## src/rtl/tff_counter_pkg.sv

```systemverilog
// rtl/tff_counter_pkg.sv - shared constants and helpers for the toggle-cell counter
//
// Purpose : direction encodings and a constant ceil-log2 helper used to
//           check the modulus against the counter width at elaboration.
// Ports   : none (package)

package tff_counter_pkg;

    localparam logic DIR_UP = 1'b1;
    localparam logic DIR_DN = 1'b0;

    // Number of bits needed to hold values 0..value-1 (0 for value <= 1).
    function automatic int clog2(input longint unsigned value);
        longint unsigned v;
        int              r;
        v = (value > 0) ? value - 1 : 0;
        r = 0;
        for (int i = 0; i < 64; i++) begin
            if (v != 0) begin
                r++;
                v = v >> 1;
            end
        end
        return r;
    endfunction

endpackage

```

## src/rtl/tff_counter_t_ff_cell.sv

```systemverilog
// rtl/tff_counter_t_ff_cell.sv - single-bit toggle flip-flop cell
//
// Purpose : one state bit of the counter; flips on a rising clock edge when
//           t is high, otherwise holds.
// Ports   : clk   in  rising-edge clock
//           n_rst in  asynchronous active-low reset, clears q to 0
//           t     in  toggle request for the next edge
//           q     out current bit value (registered)

module t_ff_cell (
    input  logic clk,
    input  logic n_rst,
    input  logic t,
    output logic q
);

    logic q_q;
    logic q_d;

    assign q_d = q_q ^ t;

    always_ff @(posedge clk or negedge n_rst) begin
        if (!n_rst) begin
            q_q <= 1'b0;
        end else begin
            q_q <= q_d;
        end
    end

    assign q = q_q;

endmodule

```

## src/rtl/tff_counter.sv

```systemverilog
// rtl/tff_counter.sv - modulo-N up/down counter built from toggle flip-flop cells
//
// Purpose : counts 0..MOD_VAL-1 up or down with synchronous clear and a
//           clamped synchronous load; flags the terminal count combinationally
//           and pulses wrap for one cycle after each wrap-around.
// Ports   : clk      in  rising-edge clock
//           n_rst    in  asynchronous active-low reset (q=0, wrap=0)
//           en       in  count enable
//           clr      in  synchronous clear (highest priority)
//           load     in  synchronous load of load_val (clamped to MOD_VAL-1)
//           load_val in  load value, WIDTH bits
//           up_dn    in  direction, 1 = up, 0 = down
//           q        out current count (registered)
//           tc       out terminal count, high when the coming edge wraps
//           wrap     out one-cycle pulse aligned with the wrapped count

module tff_counter
    import tff_counter_pkg::*;
#(
    parameter int              WIDTH   = 8,
    parameter longint unsigned MOD_VAL = 256
) (
    input  logic             clk,
    input  logic             n_rst,
    input  logic             en,
    input  logic             clr,
    input  logic             load,
    input  logic [WIDTH-1:0] load_val,
    input  logic             up_dn,
    output logic [WIDTH-1:0] q,
    output logic             tc,
    output logic             wrap
);

    // MOD_VAL-1 is formed at 64 bits and then narrowed, so MOD_VAL == 2**WIDTH
    // yields an all-ones terminal value instead of overflowing.
    localparam logic [63:0]      MOD_M1_64 = 64'(MOD_VAL) - 64'd1;
    localparam logic [WIDTH-1:0] MAX_VAL   = MOD_M1_64[WIDTH-1:0];
    localparam logic [WIDTH-1:0] ONE       = WIDTH'(1);

    if ((WIDTH < 1) || (WIDTH > 32) || (MOD_VAL < 2) || (clog2(MOD_VAL) > WIDTH)) begin : g_bad_param
        $error("tff_counter: illegal WIDTH/MOD_VAL combination");
    end

    logic [WIDTH-1:0] q_q;
    logic [WIDTH-1:0] q_d;
    logic [WIDTH-1:0] t_vec;
    logic             wrap_q;
    logic             wrap_d;
    logic             at_max;
    logic             at_zero;
    logic             wrap_cond;

    assign at_max  = (q_q == MAX_VAL);
    assign at_zero = (q_q == '0);

    // Same condition drives tc and the wrap branch of the next-state logic,
    // so the flag always matches the edge that actually wraps.
    assign wrap_cond = en & ~clr & ~load &
                       (((up_dn == DIR_UP) & at_max) | ((up_dn == DIR_DN) & at_zero));

    always_comb begin
        q_d    = q_q;
        wrap_d = 1'b0;
        if (clr) begin
            q_d = '0;
        end else if (load) begin
            q_d = (load_val > MAX_VAL) ? MAX_VAL : load_val;
        end else if (en) begin
            if (wrap_cond) begin
                q_d    = (up_dn == DIR_UP) ? '0 : MAX_VAL;
                wrap_d = 1'b1;
            end else if (up_dn == DIR_UP) begin
                q_d = q_q + ONE;
            end else begin
                q_d = q_q - ONE;
            end
        end
    end

    // Every update, including clear and load, reaches the state only as a
    // per-bit toggle request; cells never see a direct data write.
    assign t_vec = q_q ^ q_d;

    for (genvar i = 0; i < WIDTH; i++) begin : g_bit
        t_ff_cell u_cell (
            .clk   (clk),
            .n_rst (n_rst),
            .t     (t_vec[i]),
            .q     (q_q[i])
        );
    end

    always_ff @(posedge clk or negedge n_rst) begin
        if (!n_rst) begin
            wrap_q <= 1'b0;
        end else begin
            wrap_q <= wrap_d;
        end
    end

    assign q    = q_q;
    assign tc   = wrap_cond;
    assign wrap = wrap_q;

endmodule

```

## config.mk

```make
export PLATFORM = sky130hd
export DESIGN_NAME = tff_counter
export DESIGN_NICKNAME = d
export VERILOG_FILES = /design/src/rtl/tff_counter_pkg.sv /design/src/rtl/tff_counter_t_ff_cell.sv /design/src/rtl/tff_counter.sv
export SDC_FILE = /design/constraint.sdc
export NUM_CORES = 1
export LEC_CHECK = 0
export ABC_AREA = 1
export CORE_UTILIZATION = 53
export DETAILED_ROUTE_END_ITERATION = 16
export GPL_TIMING_DRIVEN = 0
export HOLD_SLACK_MARGIN = 0.08
export PLACE_DENSITY = 0.82
export SLEW_MARGIN = 20
export SYNTH_ARGS = -nofsm -noshare
export SYNTH_HDL_FRONTEND = slang
export SYNTH_SLANG_ARGS = --single-unit
```

## constraint.sdc

```tcl
create_clock -name clk -period 4.8 [get_ports clk]
set_input_delay 0.96 -clock clk [delete_from_list [all_inputs] [get_ports clk]]
set_output_delay 0.96 -clock clk [all_outputs]
set_load 0.02 [all_outputs]
```

==> results of run 1 <==
-- flip-flops by register name, summed over array words and instances (netlist names) --
name            cells
wrap                1
g_bit.u_cell.q      8
-- synth_stat cells (all sizes together) --
cell / number / area, um^2
nand2: 36 / 153
a21oi: 18 / 116
inv: 14 / 52.6
nand3: 13 / 97.6
nor2: 10 / 42.5
buf: 9 / 71.3
dfrtp: 9 / 225
o21ai: 9 / 45.0
ha: 6 / 75.1
nand3b: 4 / 30.0
nor3: 4 / 31.3
or2: 2 / 12.5
xnor2: 2 / 17.5
xor2: 2 / 17.5
clkbuf: 1 / 13.8
fa: 1 / 20.0
nand4: 1 / 6.26
nor4: 1 / 6.26
-- layout make-up --
| type | count | area [um^2] | share of cell area [%] |
|---|---|---|---|
| multi-input combinational | 109 | 671 | 51.5 |
| sequential | 9 | 225 | 17.3 |
| timing repair buffer | 21 | 210 | 16.2 |
| buffer | 10 | 85.1 | 6.54 |
| inverter | 14 | 52.6 | 4.04 |
| tap | 25 | 31.3 | 2.40 |
| clock buffer | 4 | 26.3 | 2.02 |
-- path summary, 6_finish.rpt --
kind                                        start           endpoint  cells past startpoint
worst max-delay path                        up_dn                 tc                      8
worst min-delay path            g_bit[6].u_cell.q               wrap                      2
worst max register to register  g_bit[0].u_cell.q  g_bit[6].u_cell.q                     10
worst min register to register  g_bit[6].u_cell.q               wrap                      2
max in group asynchronous                   n_rst  g_bit[1].u_cell.q                      1
min in group asynchronous                   n_rst  g_bit[7].u_cell.q                      1
-- worst max-delay path, stage by stage --
cell and delay [ps]:
clkdlybuf4s50_1 610, nand2_2 90, inv_1 70, nand3_1 60, o21ai_0 150, nand2_1 80
nor2_1 110, clkdlybuf4s50_1 600
-- power by group --
part | switching [mW] | internal (mW) | total (mW) | leakage, nW
Clock | 0.0266 | 0.0321 | 0.0587 | 0.0150
Combinational | 0.0670 | 0.0624 | 0.129 | 0.496
Sequential | 0.0133 | 0.0818 | 0.0951 | 0.117
-- metal layers --
layer  routed length, um  vias to the layer above
met5                   0                        -
met4                   0                        0
met3                  55                        0
met2                1130                       24
met1                1050                      438
li1                    -                      518
-- kinds of logic (layout without fill, tap and decap cells) --
family	after synthesis	in the layout	synth area share [%]
xor gates and xnor gates	4	4	3.39
DFF	9	9	21.8
AOI/OAI and AO/OA	27	27	15.6
buffers and inverters	24	49	13.3
adders and majority gates	7	7	9.20
and+or+nand+nor	71	71	36.7
-- metrics by stage --
step | instance area [um^2] | power [mW] | instances
finish | 1300 | 0.283 | 192
global route | 1300 | 0.306 | 192
CTS | 1300 | 0.285 | 192
detailed placement | 1270 | 0.226 | 188
global placement | 1270 | 0.222 | 188
floorplan | 1030 | 0.186 | 142
==> results.sh, run 1 <==
export IMPL_hold_class="reg -> reg"
export IMPL_antenna_left=0
export IMPL_rsz0062_at_grt="false"
export IMPL_grt_pass1_vias=845
export IMPL_core_area_mm2=0.00178
export IMPL_fillCellCount=149
export IMPL_wl_per_cell_um=11.6
export IMPL_ys_warn_count=0
export IMPL_mostFrequentLayoutCell="nand2_1"
export IMPL_clock_sinks=9
export IMPL_pin_count=24
export IMPL_grt_max_degree=10
export IMPL_fp_dieW_um=46.2
export IMPL_status="finished, final reports clean"
export IMPL_num_rows=15
export IMPL_clk_pin_slew_worst_paths_ps=60
export IMPL_syn2layout_area_growth_pct=25.9
export IMPL_first_pass_iters=4
export IMPL_drc_errors=0
export IMPL_start_util_pct=58.0
export IMPL_period_minus_slack_ps=3680
export IMPL_start_kind="input port"
export IMPL_use_met1_pct=31.6
export IMPL_power_leakage_nw=0.628
export IMPL_gp_congestion=0.836
export IMPL_die_area_mm2=0.00213
export IMPL_top_usage_layer="met2"
export IMPL_worst_pin_slew_ps=409
export IMPL_cp_data_arrival_time_ps=2720
export IMPL_holdBufCountCts=0
export IMPL_viasPerCell=5.10
export IMPL_cts_buffers_inserted=3
export IMPL_syn_inst=142
export IMPL_ys_seq_elements=9
export IMPL_grt_overflow_total=0
export IMPL_met2_usage_pct=42.0
export IMPL_drv_slew=0
export IMPL_gr_usage_all_layers_pct=24.7
export IMPL_cts_max_level=1
export IMPL_drt_iter0_drc=18
export IMPL_syn_nets=163
export IMPL_synthDistinctLibCells=27
export IMPL_root_buffer="clkbuf_4"
export IMPL_slew_headroom_pct=72.7
export IMPL_cts_setup_buffers=0
export IMPL_antenna_found_initial=0
export IMPL_grt_pass1_wl_um=3710
export IMPL_hold_viol=0
export IMPL_timing_hold_ws_ps=691
export IMPL_reg2reg_slack_ps=3080
export IMPL_vdd_drop_max_v=0.000168
export IMPL_cts_tree="built"
export IMPL_clock_latency_ps=260
export IMPL_path_max_fanout=4
export IMPL_worst_slack_ps=1120
export IMPL_synth_area_mm2=0.00103
export IMPL_clock_tree_buffer_depth=2
export IMPL_final_setup_tns_ps=0
export IMPL_routed_via_count=980
export IMPL_power_density_mw_per_mm2=218
export IMPL_io_buffers=21
export IMPL_finish_utilization_pct=73.0
export IMPL_gr_usage_met3_pct=8.24
export IMPL_finClkSkew_ps=0.761
export IMPL_post_route_period_util_pct=76.6
export IMPL_setup_viol=0
export IMPL_ctsResizeCount=0
export IMPL_fp_dieH_um=46.2
export IMPL_wirelength_um=2230
export IMPL_mostFrequentLayoutCells="nand2_1 (33), clkdlybuf4s50_1 (21), inv_1 (12)"
export IMPL_post_dp_hpwl_um=1780
export IMPL_cp_end_kind="output pin"
export IMPL_crit_type="in -> out"
export IMPL_critPathRequiredTime_ps=3840
export IMPL_final_layout_size_suffix_gt1_share_pct=21.0
export IMPL_maxCapViolCount=0
export IMPL_diodes=0
export IMPL_syn_area_per_cell_um2=7.28
export IMPL_post_place_ws_ps=1130
export IMPL_max_clock_freq_mhz=272
export IMPL_final_nets=189
export IMPL_seq_area_frac_synth_pct=21.8
Power figures use the tool's default switching activity.
==> run 2, diff against run 1 <==
Settings changed: CORE_UTILIZATION 53 to 49, PLACE_DENSITY 0.82 to 0.77.
Clock period 4.8 ns to 3.7 ns, I/O delays scaled along.
==> results.sh, run 2 (synthesis results as in run 1) <==
export IMPL_status="finished, final reports clean"
export IMPL_setup_viol=0
export IMPL_gr_usage_all_layers_pct=21.9
export IMPL_gr_usage_met3_pct=5.66
export IMPL_largest_reg_flops=8
export IMPL_clock_latency_ps=260
export IMPL_clock_sinks=9
export IMPL_holdBufCountCts=0
export IMPL_antenna_left=0
export IMPL_root_buffer="clkbuf_4"
export IMPL_viasPerCell=5.03
export IMPL_hold_viol=0
export IMPL_grt_max_degree=10
export IMPL_wl_per_cell_um=11.3
export IMPL_wirelength_um=2200
export IMPL_slew_headroom_pct=71.3
export IMPL_ctsResizeCount=0
export IMPL_final_nets=189
export IMPL_cp_end_kind="output pin"
export IMPL_crit_type="in -> out"
export IMPL_cts_setup_buffers=0
export IMPL_finClkSkew_ps=0.939
export IMPL_switching_power_mw=0.141
export IMPL_maxCapViolCount=0
export IMPL_drv_slew=0
export IMPL_post_place_ws_ps=458
export IMPL_hold_class="reg -> reg"
export IMPL_clk_pin_slew_worst_paths_ps=60
export IMPL_p_int_mw=0.229
export IMPL_post_route_period_util_pct=87.8
export IMPL_pin_count=24
export IMPL_core_area_mm2=0.00198
export IMPL_mostFrequentLayoutCells="nand2_1 (33), clkdlybuf4s50_1 (21), inv_1 (12)"
export IMPL_critPathRequiredTime_ps=2960
export IMPL_cts_tree="built"
export IMPL_grt_overflow_total=0
export IMPL_fillCellCount=175
export IMPL_start_kind="input port"
export IMPL_drt_iter0_drc=13
export IMPL_p_seq_share_pct=33.5
export IMPL_max_clock_freq_mhz=308
export IMPL_io_buffers=21
export IMPL_drc_errors=0
export IMPL_worst_pin_slew_ps=430
export IMPL_cp_data_arrival_time_ps=2510
export IMPL_pwr_share_comb_pct=45.3
export IMPL_timing_hold_ws_ps=676
export IMPL_routed_via_count=975
export IMPL_diodes=0
export IMPL_final_layout_size_suffix_gt1_share_pct=21.0
export IMPL_cts_buffers_inserted=3
export IMPL_grt_pass1_wl_um=3460
export IMPL_top_usage_layer="met2"
export IMPL_power_leakage_nw=0.628
export IMPL_die_area_mm2=0.00230
export IMPL_num_rows=16
export IMPL_use_met1_pct=26.8
export IMPL_post_dp_hpwl_um=1770
export IMPL_vdd_drop_max_v=0.000244
export IMPL_start_util_pct=52.1
export IMPL_fp_dieH_um=47.9
export IMPL_met2_usage_pct=40.0
export IMPL_first_pass_iters=4
export IMPL_mostFrequentLayoutCell="nand2_1"
export IMPL_worst_slack_ps=451
export IMPL_cts_max_level=1
export IMPL_path_max_fanout=4
export IMPL_syn2layout_area_growth_pct=26.2
export IMPL_power_density_mw_per_mm2=283
export IMPL_grt_pass1_vias=812
export IMPL_rsz0062_at_grt="false"
export IMPL_p_clk_share_pct=21.1
export IMPL_period_minus_slack_ps=3250
export IMPL_swShare_pct=38.0
export IMPL_antenna_found_initial=0
export IMPL_clock_tree_buffer_depth=2
export IMPL_fp_dieW_um=47.9
export IMPL_final_setup_tns_ps=0
export IMPL_gp_congestion=0.792
[run 2: worst paths after layout]
kind,from,end,slack (ps),depth (start not counted)
setup reg to reg,g_bit[0].u_cell.q,g_bit[6].u_cell.q,1970,10
hold / removal,g_bit[6].u_cell.q,wrap,680,2
min in group asynchronous,n_rst,g_bit[0].u_cell.q,780,1
hold reg to reg,g_bit[6].u_cell.q,wrap,680,2
max in group asynchronous,n_rst,g_bit[2].u_cell.q,2620,1
setup / recovery,up_dn,tc,450,8
[run 2: layer usage]
layer / vias up / part of all wire, %
li1: 520 / -
met1: 427 / 45
met2: 28 / 51
met3: 0 / 3.5
met4: 0 / 0
met5: - / 0
[run 2: layout make-up]
type                            count  area (um^2)  area share (%)
Clock buffer                        4         26.3            2.02
Inverter                           14         52.6            4.03
Multi-Input combinational cell    109          671            51.4
Buffer                             10         85.1            6.53
Timing Repair Buffer               21          210            16.1
Sequential cell                     9          225            17.3
Tap cell                           27         33.8            2.59
[run 2: per-stage QoR]
stage          power [mW]  utilization, %  area [um^2]  cells
2_1_floorplan       0.241               -         1030    142
3_3_place_gp        0.289            64.5         1280    190
3_5_place_dp        0.294            64.5         1280    190
4_1_cts             0.374            65.8         1300    194
5_1_grt             0.402            65.8         1300    194
6_report            0.369            65.8         1300    194
[run 2: power by group through the flow]
stage / clock (mW) / sequential (mW) / combinational [mW]
floorplan: 0 / 0.119 / 0.122
global placement: 0 / 0.125 / 0.164
detailed placement: 0 / 0.125 / 0.168
CTS: 0.0816 / 0.123 / 0.169
global route: 0.0876 / 0.125 / 0.190
finish: 0.0780 / 0.124 / 0.167
[run 2: critical path, stage by stage]
cell	delay [ps]
clkdlybuf4s50_1	600
nand2_2	90
inv_1	80
nand3_1	60
o21ai_0	140
nand2_1	80
nor2_1	110
clkdlybuf4s50_1	600
==> RTL change, RTL diff (settings of run 2) <==
Register the output `q`, cleared by the reset; this adds one clock of latency there. The other outputs are not delayed to match. Comments in the files are not updated.
--- a/src/rtl/tff_counter.sv
+++ b/src/rtl/tff_counter.sv
@@ -39,2 +39,4 @@
     localparam logic [WIDTH-1:0] ONE       = WIDTH'(1);
+
+    logic [WIDTH-1:0] q_c;
 
@@ -101,3 +103,3 @@
 
-    assign q    = q_q;
+    assign q_c  = q_q;
     assign tc   = wrap_cond;
@@ -105,2 +107,10 @@
 
+    always_ff @(posedge clk or negedge n_rst) begin
+        if (!n_rst) begin
+            q <= '0;
+        end else begin
+            q <= q_c;
+        end
+    end
+
 endmodule
Formal check against the unedited RTL: not equivalent (Yosys sat finds a counterexample within 4 cycles, from zero or initial values and one cycle with n_rst low).
==> RTL change against run 2 <==
Critical path depth stayed put. Sequential share of layout area up 12 points. Total power increased by 29%. Sequential power up 77%. Synthesized area grew 14%. Routed wire length grew 8.8%. Clock skew grew 5.3 ps. Worst setup slack got worse by 58 ps. Cell area increased by 11%. Sequential cell count is 8 higher. Combinational power is 4% lower. Highest routed layer is now met4.
==> RTL change: results <==
[clocking]
cts.clk_slew.worst_paths_ps = 90
ctsResizeCount = 0
cts_made_buffers = 3
clock_latency_ps = 290
root_buffer = "clkbuf_4"

[drt]
drtIter0Drc = 9
vias = 1033
first_pass_iters = 4
totalWireLength_um = 2390

[grt]
grt_remaining_overflow = 0
grt_pass1_vias = 976
grt_max_degree = 18
grt_usage = 0.218
grt_pass1_wl_um = 4240

[placement]
hpwl_um = 1910
gp_congestion = 0.831
numPortBuffers = 21

[worst_setup_path]
path_max_fanout = 4
reg2reg_slack_ps = 2000
arrival_ps = 2570

[power_and_ir_drop]
leakagePower_nw = 0.692
peakVddDrop_mv = 0.267

[finish]
drive_gt1_frac = 0.168
nFillCells = 197
num_antenna_cells = 0

[timing]
skew_ps = 6.26
maxSlewHeadroom = 0.526

[worst_hold_path]
hp-class = "reg2reg"

[synthesis]
synthDistinctLibCells = 26
synthTopCellsByArea = "dfrtp_1 36%, nand2_1 11%, ha_1 6.4%"
synthArstFlopShare = 1.00
yosysSeqAreaShare = 0.362
synth_ff_type = "dfrtp_1"
synth.cells.most_frequent = "33 x nand2_1, 17 x dfrtp_1, 12 x inv_1, 11 x a21oi_1, 9 x o21ai_0"

[outcome]
status = "finished, final reports clean"
[RTL change: cell families after synthesis]
logic type                 count (synthesis)  synth area share
and+or+nand+nor                           71             0.323
AOI/OAI and AO/OA                         27             0.138
DFF                                       17             0.362
buffers and inverters                     16            0.0661
adders and majority gates                  7            0.0810
xor gates and xnor gates                   4            0.0299
[RTL change: worst min path at each step]
stage	slack [ps]	depth (start not counted)	startpoint	endpoint
floorplan	430	0	g_bit[7].u_cell.q	q[7]
global route	520	0	g_bit[7].u_cell.q	q[7]
global placement	470	0	g_bit[7].u_cell.q	q[7]
CTS	500	0	g_bit[7].u_cell.q	q[7]
finish	510	0	g_bit[7].u_cell.q	q[7]
detailed placement	480	0	g_bit[7].u_cell.q	q[7]
[RTL change: per-layer routing]
layer	GRT usage	part of all wire
met5	0	0
met1	0.277	0.43
met2	0.371	0.52
met3	0.0446	0.034
met4	0.0602	0.0092
[RTL change: report_power, final]
| part | internal [W] | leakage [nW] | switching [W] |
|---|---|---|---|
| registers | 0.000201 | 0.220 | 0.0000188 |
| logic | 0.0000724 | 0.455 | 0.0000876 |
| clock network | 0.0000401 | 0.0177 | 0.0000562 |
| total | 0.000313 | 0.692 | 0.000163 |
[RTL change: area by class of cell]
class | count | share of cell area
buffer | 2 | 0.0173
clock buffer | 3 | 0.0156
clock inverter | 1 | 0.00346
inverter | 14 | 0.0363
multi-input combinational | 109 | 0.464
sequential | 17 | 0.294
tap | 28 | 0.0242
timing repair buffer | 21 | 0.145
[RTL change: critical path: stages]
cell and delay, ps:
clkdlybuf4s50_1 610, nand2_2 90, inv_1 80, nand3_1 60
o21ai_0 170, nand2_1 100, nor2_1 110, clkdlybuf4s50_1 600
[RTL change: per-stage QoR]
step                setup WS (ps)  instance area, um^2  std cells  utilization  power [W]
floorplan                    1390                 1170        142            -   0.000328
global placement              461                 1420        191        0.635   0.000379
detailed placement            375                 1420        191        0.635   0.000385
CTS                           370                 1450        195        0.648   0.000480
global route                  234                 1450        195        0.648   0.000514
finish                        393                 1450        195        0.648   0.000476
